<file path="src/rtl/food_spawner.sv">
// food_spawner: on each rising edge of generate_food, draws LFSR candidates until it finds a grid cell the occupancy store reports free.
// Define FOOD_SCAN_FALLBACK_EN to raster-scan the grid once the random draws run out; otherwise exhaustion pulses FAIL.
module food_spawner #(
    parameter int          GRID_W    = 32,
    parameter int          GRID_H    = 24,
    parameter int          X_W       = 5,
    parameter int          Y_W       = 5,
    parameter int          MAX_TRIES = 64,
    parameter logic [15:0] LFSR_SEED = 16'hACE1
) (
    input  logic           clk,
    input  logic           RST,
    input  logic           generate_food,
    output logic           OCC_REQ,
    output logic [X_W-1:0] OCC_X,
    output logic [Y_W-1:0] OCC_Y,
    input  logic           OCC_HIT,
    output logic [X_W-1:0] FOOD_X,
    output logic [Y_W-1:0] FOOD_Y,
    output logic           FOOD_VALID,
    output logic           BUSY,
    output logic           DONE,
    output logic           FAIL
);

    localparam int             TRY_W    = $clog2(MAX_TRIES + 1);
    localparam logic [X_W:0]   X_LIMIT  = (X_W + 1)'(GRID_W);
    localparam logic [Y_W:0]   Y_LIMIT  = (Y_W + 1)'(GRID_H);
    localparam logic [TRY_W-1:0] TRY_LAST = TRY_W'(MAX_TRIES - 1);
`ifdef FOOD_SCAN_FALLBACK_EN
    localparam logic [X_W-1:0] X_LAST   = X_W'(GRID_W - 1);
    localparam logic [Y_W-1:0] Y_LAST   = Y_W'(GRID_H - 1);
`endif

    typedef enum logic [2:0] {
        IDLE,
        DRAW,
        QUERY,
        CHECK,
        FIN
`ifdef FOOD_SCAN_FALLBACK_EN
        , SCAN_Q
        , SCAN_C
`endif
    } state_t;

    state_t           r_state;
    state_t           w_next;
    logic [15:0]      r_lfsr;
    logic             r_genPrev;
    logic [TRY_W-1:0] r_tries;
    logic [X_W-1:0]   r_candX;
    logic [Y_W-1:0]   r_candY;
    logic [X_W-1:0]   r_foodX;
    logic [Y_W-1:0]   r_foodY;
    logic             r_foodValid;
    logic             r_fail;

    logic [X_W-1:0]   w_drawX;
    logic [Y_W-1:0]   w_drawY;
    logic             w_drawOk;
    logic             w_request;
    logic             w_lastTry;
    logic             w_exhaust;
    logic             w_clrTry;
    logic             w_incTry;
    logic             w_loadCand;
    logic             w_loadFood;
    logic             w_failSet;
`ifdef FOOD_SCAN_FALLBACK_EN
    logic             w_scanStart;
    logic             w_scanAdv;
    logic             w_scanLast;
`endif

    assign w_drawX   = r_lfsr[X_W-1:0];
    assign w_drawY   = r_lfsr[X_W+Y_W-1:X_W];
    assign w_drawOk  = ({1'b0, w_drawX} < X_LIMIT) && ({1'b0, w_drawY} < Y_LIMIT);
    assign w_request = generate_food & ~r_genPrev;
    assign w_lastTry = (r_tries == TRY_LAST);
`ifdef FOOD_SCAN_FALLBACK_EN
    assign w_scanLast = (r_candX == X_LAST) && (r_candY == Y_LAST);
`endif

    // The lookup coordinates are the candidate register, which only changes on entry to a query state.
    assign OCC_X      = r_candX;
    assign OCC_Y      = r_candY;
    assign FOOD_X     = r_foodX;
    assign FOOD_Y     = r_foodY;
    assign FOOD_VALID = r_foodValid;
    assign FAIL       = r_fail;

    always_ff @(posedge clk or posedge RST) begin
        if (RST) begin
            r_state <= IDLE;
        end else begin
            r_state <= w_next;
        end
    end

    always_comb begin
        w_next     = r_state;
        w_clrTry   = 1'b0;
        w_incTry   = 1'b0;
        w_loadCand = 1'b0;
        w_loadFood = 1'b0;
        w_failSet  = 1'b0;
        w_exhaust  = 1'b0;
`ifdef FOOD_SCAN_FALLBACK_EN
        w_scanStart = 1'b0;
        w_scanAdv   = 1'b0;
`endif
        OCC_REQ    = 1'b0;
        BUSY       = (r_state != IDLE);
        DONE       = 1'b0;
        case (r_state)
            IDLE: begin
                if (w_request) begin
                    w_clrTry = 1'b1;
                    w_next   = DRAW;
                end
            end
            DRAW: begin
                if (w_drawOk) begin
                    w_loadCand = 1'b1;
                    w_next     = QUERY;
                end else begin
                    w_incTry  = 1'b1;
                    w_exhaust = w_lastTry;
                end
            end
            QUERY: begin
                OCC_REQ = 1'b1;
                w_next  = CHECK;
            end
            CHECK: begin
                if (!OCC_HIT) begin
                    w_loadFood = 1'b1;
                    w_next     = FIN;
                end else begin
                    w_incTry  = 1'b1;
                    w_exhaust = w_lastTry;
                    w_next    = DRAW;
                end
            end
`ifdef FOOD_SCAN_FALLBACK_EN
            SCAN_Q: begin
                OCC_REQ = 1'b1;
                w_next  = SCAN_C;
            end
            SCAN_C: begin
                if (!OCC_HIT) begin
                    w_loadFood = 1'b1;
                    w_next     = FIN;
                end else if (w_scanLast) begin
                    w_failSet = 1'b1;
                    w_next    = IDLE;
                end else begin
                    w_scanAdv = 1'b1;
                    w_next    = SCAN_Q;
                end
            end
`endif
            FIN: begin
                DONE   = 1'b1;
                w_next = IDLE;
            end
            default: begin
                w_next = IDLE;
            end
        endcase
        if (w_exhaust) begin
`ifdef FOOD_SCAN_FALLBACK_EN
            w_scanStart = 1'b1;
            w_next      = SCAN_Q;
`else
            w_failSet   = 1'b1;
            w_next      = IDLE;
`endif
        end
    end

    always_ff @(posedge clk or posedge RST) begin
        if (RST) begin
            r_lfsr      <= LFSR_SEED;
            r_genPrev   <= 1'b0;
            r_tries     <= '0;
            r_candX     <= '0;
            r_candY     <= '0;
            r_foodX     <= '0;
            r_foodY     <= '0;
            r_foodValid <= 1'b0;
            r_fail      <= 1'b0;
        end else begin
            r_lfsr    <= {r_lfsr[14:0], r_lfsr[15] ^ r_lfsr[13] ^ r_lfsr[12] ^ r_lfsr[10]};
            r_genPrev <= generate_food;
            r_fail    <= w_failSet;
            if (w_clrTry) begin
                r_tries <= '0;
            end else if (w_incTry) begin
                r_tries <= r_tries + 1'b1;
            end
            if (w_loadCand) begin
                r_candX <= w_drawX;
                r_candY <= w_drawY;
`ifdef FOOD_SCAN_FALLBACK_EN
            end else if (w_scanStart) begin
                r_candX <= '0;
                r_candY <= '0;
            end else if (w_scanAdv) begin
                if (r_candX == X_LAST) begin
                    r_candX <= '0;
                    r_candY <= r_candY + 1'b1;
                end else begin
                    r_candX <= r_candX + 1'b1;
                end
`endif
            end
            if (w_loadFood) begin
                r_foodX     <= r_candX;
                r_foodY     <= r_candY;
                r_foodValid <= 1'b1;
            end
        end
    end

endmodule

</file>
<file path="config.mk">
export PLATFORM = sky130hd
export DESIGN_NAME = food_spawner
export DESIGN_NICKNAME = d
export VERILOG_FILES = /design/src/rtl/food_spawner.sv
export SDC_FILE = /design/constraint.sdc
export NUM_CORES = 1
export LEC_CHECK = 0
export ABC_AREA = 1
export BUFFER_PORTS_ARGS = -buffer_cell sky130_fd_sc_hd__buf_2
export CORE_MARGIN = 5
export CORE_UTILIZATION = 50
export DETAILED_ROUTE_END_ITERATION = 12
export GPL_TIMING_DRIVEN = 0
export PLACE_DENSITY = 0.71
export RECOVER_POWER = 50
export SLEW_MARGIN = 20
export SYNTH_ARGS = -nofsm -noshare
export SYNTH_HDL_FRONTEND = slang
export SYNTH_SLANG_ARGS = --single-unit
</file>
<file path="constraint.sdc">
create_clock -name clk -period 1.6 [get_ports clk]
set_input_delay 0.24 -clock clk [delete_from_list [all_inputs] [get_ports clk]]
set_output_delay 0.24 -clock clk [all_outputs]
set_load 0.005 [all_outputs]
</file>
==> flow_metrics.tcl <==
set metrics [dict create \
    swShare_pct 31.5 \
    syn-cell-area_um2 1930 \
    cts_made_buffers 5 \
    ioPinCount 29 \
    synthToLayoutAreaGrowth_pct 16.8 \
    whs_ns 0.0518 \
    drive_gt1_share_pct 22.9 \
    hp-class "input port to flop" \
    cp_slowest_cell "dfrtp_1" \
    worstSetupPathType "flop to output pin" \
    routed_wl_mm 3.44 \
    path_max_fanout 6 \
    netlist_top_cells_area "dfrtp_1 53%, nand2_1 13%, dfstp_2 11%" \
    yosys.area.top_type "dfrtp_1" \
    viasPerCell 4.79 \
    synth_fp_nets 203 \
    setup_viol 0 \
    p_switching_w 0.000892 \
    rrSetupSlack_ns 0.24 \
    pwr-share-clk_pct 26.9 \
    grt_start_max_net_pins 32 \
    port_buffers 28 \
    tns_ns 0 \
    path_delay_family "flip-flops" \
    initial_core_util_pct 52.2 \
    max_freq_mhz 688 \
    rsz0062_at_grt "no" \
    worst_slack_ns 0.147 \
    netlist.area_leader.share_pct 53.2 \
    grt_pass1_vias 1238 \
    ys_ff_latch 49 \
    min_to "r_genPrev$_DFF_PP0_" \
    avgSynthCellArea_um2 9.73 \
    die_h_um 72.1 \
    timing.rr.end "r_state[1]$_DFFE_PP0P_" \
    antenna_found_initial 0 \
    drtAntennaViolNets 0 \
    crit_path_max_incr_delay_ns 0.45 \
    core_area_um2 3690 \
    pwr-share-seq_pct 50.8 \
    post-place-ws_ns 0.230 \
    critical_path.cell_chain "nor3_1 -> buf_2" \
    grt_pass1_wl_mm 5.78 \
    r2r_cells 6 \
    power_frac_comb_pct 22.3 \
    yosysSeqAreaShare_pct 64.2 \
    end_kind "output pin" \
    max_slew_margin_pct 49.6 \
    cts_sinks 49 \
    fin_area_um2 2250 \
    async_flop_share_pct 100 \
    clock_latency_ns 0.30 \
    finClkSkew_ns 0.00831 \
    post_drt_wl_per_cell_um 12.1 \
    synth.distinct_cells 23 \
    synthCells 198 \
    hp-start "generate_food" \
    core.rowCount 22 \
    cp.buffers_inverters 1 \
    p_leak_nw 1.28 \
    ys.flop_type "dfrtp_1" \
    dpl_cell_area_um2 2150 \
    whs_path_depth 1 \
    dp_hpwl_mm 2.42 \
    fill_cells 329 \
    vias 1359 \
    grt.total_usage_pct 14.3 \
    final_nets 240 \
    status "completed" \
    first_iter_violations 83 \
    clk_pin_slew_ns 0.09 \
    yosys_warnings 0 \
    cts_tree "built" \
    slew_violations 0 \
    fin_crit_ns 1.45 \
    drv_cap 0 \
    clockRootBuffer "clkbuf_8" \
    worstMarginPinSlew_ns 0.756 \
    start_kind "flop" \
    cp.arrival_ns 1.21 \
    die_area_um2 5200 \
    n_antenna_cell 0 \
    globalplace.congestion 0.823 \
    r2r_start "r_tries[0]$_DFFE_PP0P_" \
    p_int_w 0.00194 \
    required_ns 1.36 \
    dieWidth_um 72.1 \
    hold_viol_final 0 \
    finalCritPeriodShare_pct 90.8 \
    grt-ovfl-total 0 \
    cts.htree.levels 2 \
    drtPass1Iterations 4 \
    cts_max_path_buffers 2 \
    p_per_area_nw_per_um2 1260 \
    peakVddDrop_v 0.000633 \
    synth_edf_count 0 \
    drc 0 \
]
==> per-layer routing <==
metal | track usage [%] | vias to the layer above | routed length [um] | share of wire [%]
met5 | 0 | - | 0 | 0
met4 | 6.89 | 0 | 68 | 2.0
met3 | 3.19 | 7 | 184 | 5.4
met2 | 20.5 | 33 | 1450 | 42
met1 | 20.6 | 631 | 1730 | 50
li1 | - | 688 | - | -
==> worst max-delay path by stage <==
stage	end	slack, ns	from	cells past startpoint
3_5_place_dp	r_state[1]$_DFFE_PP0P_	0.23	r_tries[0]$_DFFE_PP0P_	6
4_1_cts	DONE	0.16	r_state[1]$_DFFE_PP0P_	2
5_1_grt	r_tries[0]$_DFFE_PP0P_	0.09	r_state[2]$_DFFE_PP0P_	8
2_1_floorplan	FAIL$_DFF_PP0_	0.20	RST	1
3_3_place_gp	FOOD_VALID$_DFFE_PP0P_	-0.39	RST	2
6_report	DONE	0.15	r_state[1]$_DFFE_PP0P_	2
==> synth_stat cells, types with 3 or more instances <==
cell / count
inv_2: 5
xnor2_1: 3
nand2_1: 66
dfstp_2: 8
nand3_1: 22
dfrtp_1: 41
xor2_1: 3
o21ai_0: 3
inv_1: 16
nor2_1: 9
o21ai_1: 6
==> per-stage QoR <==
stage / utilization (%) / power, W / std cells
floorplan: - / 0.00189 / 198
global placement: 57.7 / 0.00208 / 274
detailed placement: 58.2 / 0.00210 / 275
CTS: 61.1 / 0.00286 / 284
global route: 61.0 / 0.00301 / 284
finish: 61.0 / 0.00283 / 284
==> repair_timing <==
| action | CTS | global route |
|---|---|---|
| resized for setup | 0 | 0 |
| setup buffers | 0 | 0 |
| hold buffers | 1 | 0 |
| hold endpoints to repair | 15 | 0 |
==> sequential cells by signal, summed over array words and instances (netlist names) <==
name        count
OCC_X           5
FAIL            1
OCC_Y           5
r_genPrev       1
FOOD_Y          5
r_lfsr         16
r_state         3
FOOD_X          5
FOOD_VALID      1
r_tries         7
==> cells by family (layout without fill, tap and decap cells) <==
family	Yosys count	in the layout	synth area share, %
simple gates	107	107	24.2
flops	49	49	64.2
buf+inv	24	62	5.45
compound gates	11	11	2.86
xor+xnor	6	6	2.73
fa+ha+maj	1	1	0.649
==> layout make-up <==
type                            count  area, um2  share of cell area [%]
Multi-Input combinational cell    125        586                    26.0
Buffer                              3       26.3                    1.17
Timing Repair Buffer               30        168                    7.45
Sequential cell                    49       1240                    54.9
Clock buffer                        6       82.6                    3.67
Tap cell                           48       60.1                    2.67
Inverter                           21       78.8                    3.50
Clock inverter                      2       13.8                   0.611
==> cell usage in the layout (no fill, tap or decap) <==
master and count:
nand2_4 1, nand3_1 22, clkbuf_1 2, dlygate4sd3_1 1
xnor2_1 3, dfrtp_1 41, nand3_2 1, nor3_1 1
buf_12 1, nand2_1 66, a21oi_1 2, buf_6 1
ha_1 1, xor2_1 3, buf_4 2, dfstp_1 3
inv_2 5, dfstp_2 5, nand4_1 2, nand2_2 2
or2_1 1, inv_1 16, nor3_2 1, o21ai_1 6
clkinv_2 1, nor2_1 9, buf_2 26, clkbuf_8 6
o21ai_0 3, nor2_2 1, clkinv_4 1
==> power groups by stage <==
stage                     clock network [W]  logic (W)  registers [W]
final                              0.000761   0.000631        0.00144
after global routing               0.000826   0.000723        0.00146
after CTS                          0.000771   0.000647        0.00144
after detailed placement                  0   0.000643        0.00146
after global placement                    0   0.000623        0.00145
after floorplan                           0   0.000434        0.00146
Note: power is estimated with default switching activity, not from simulation.
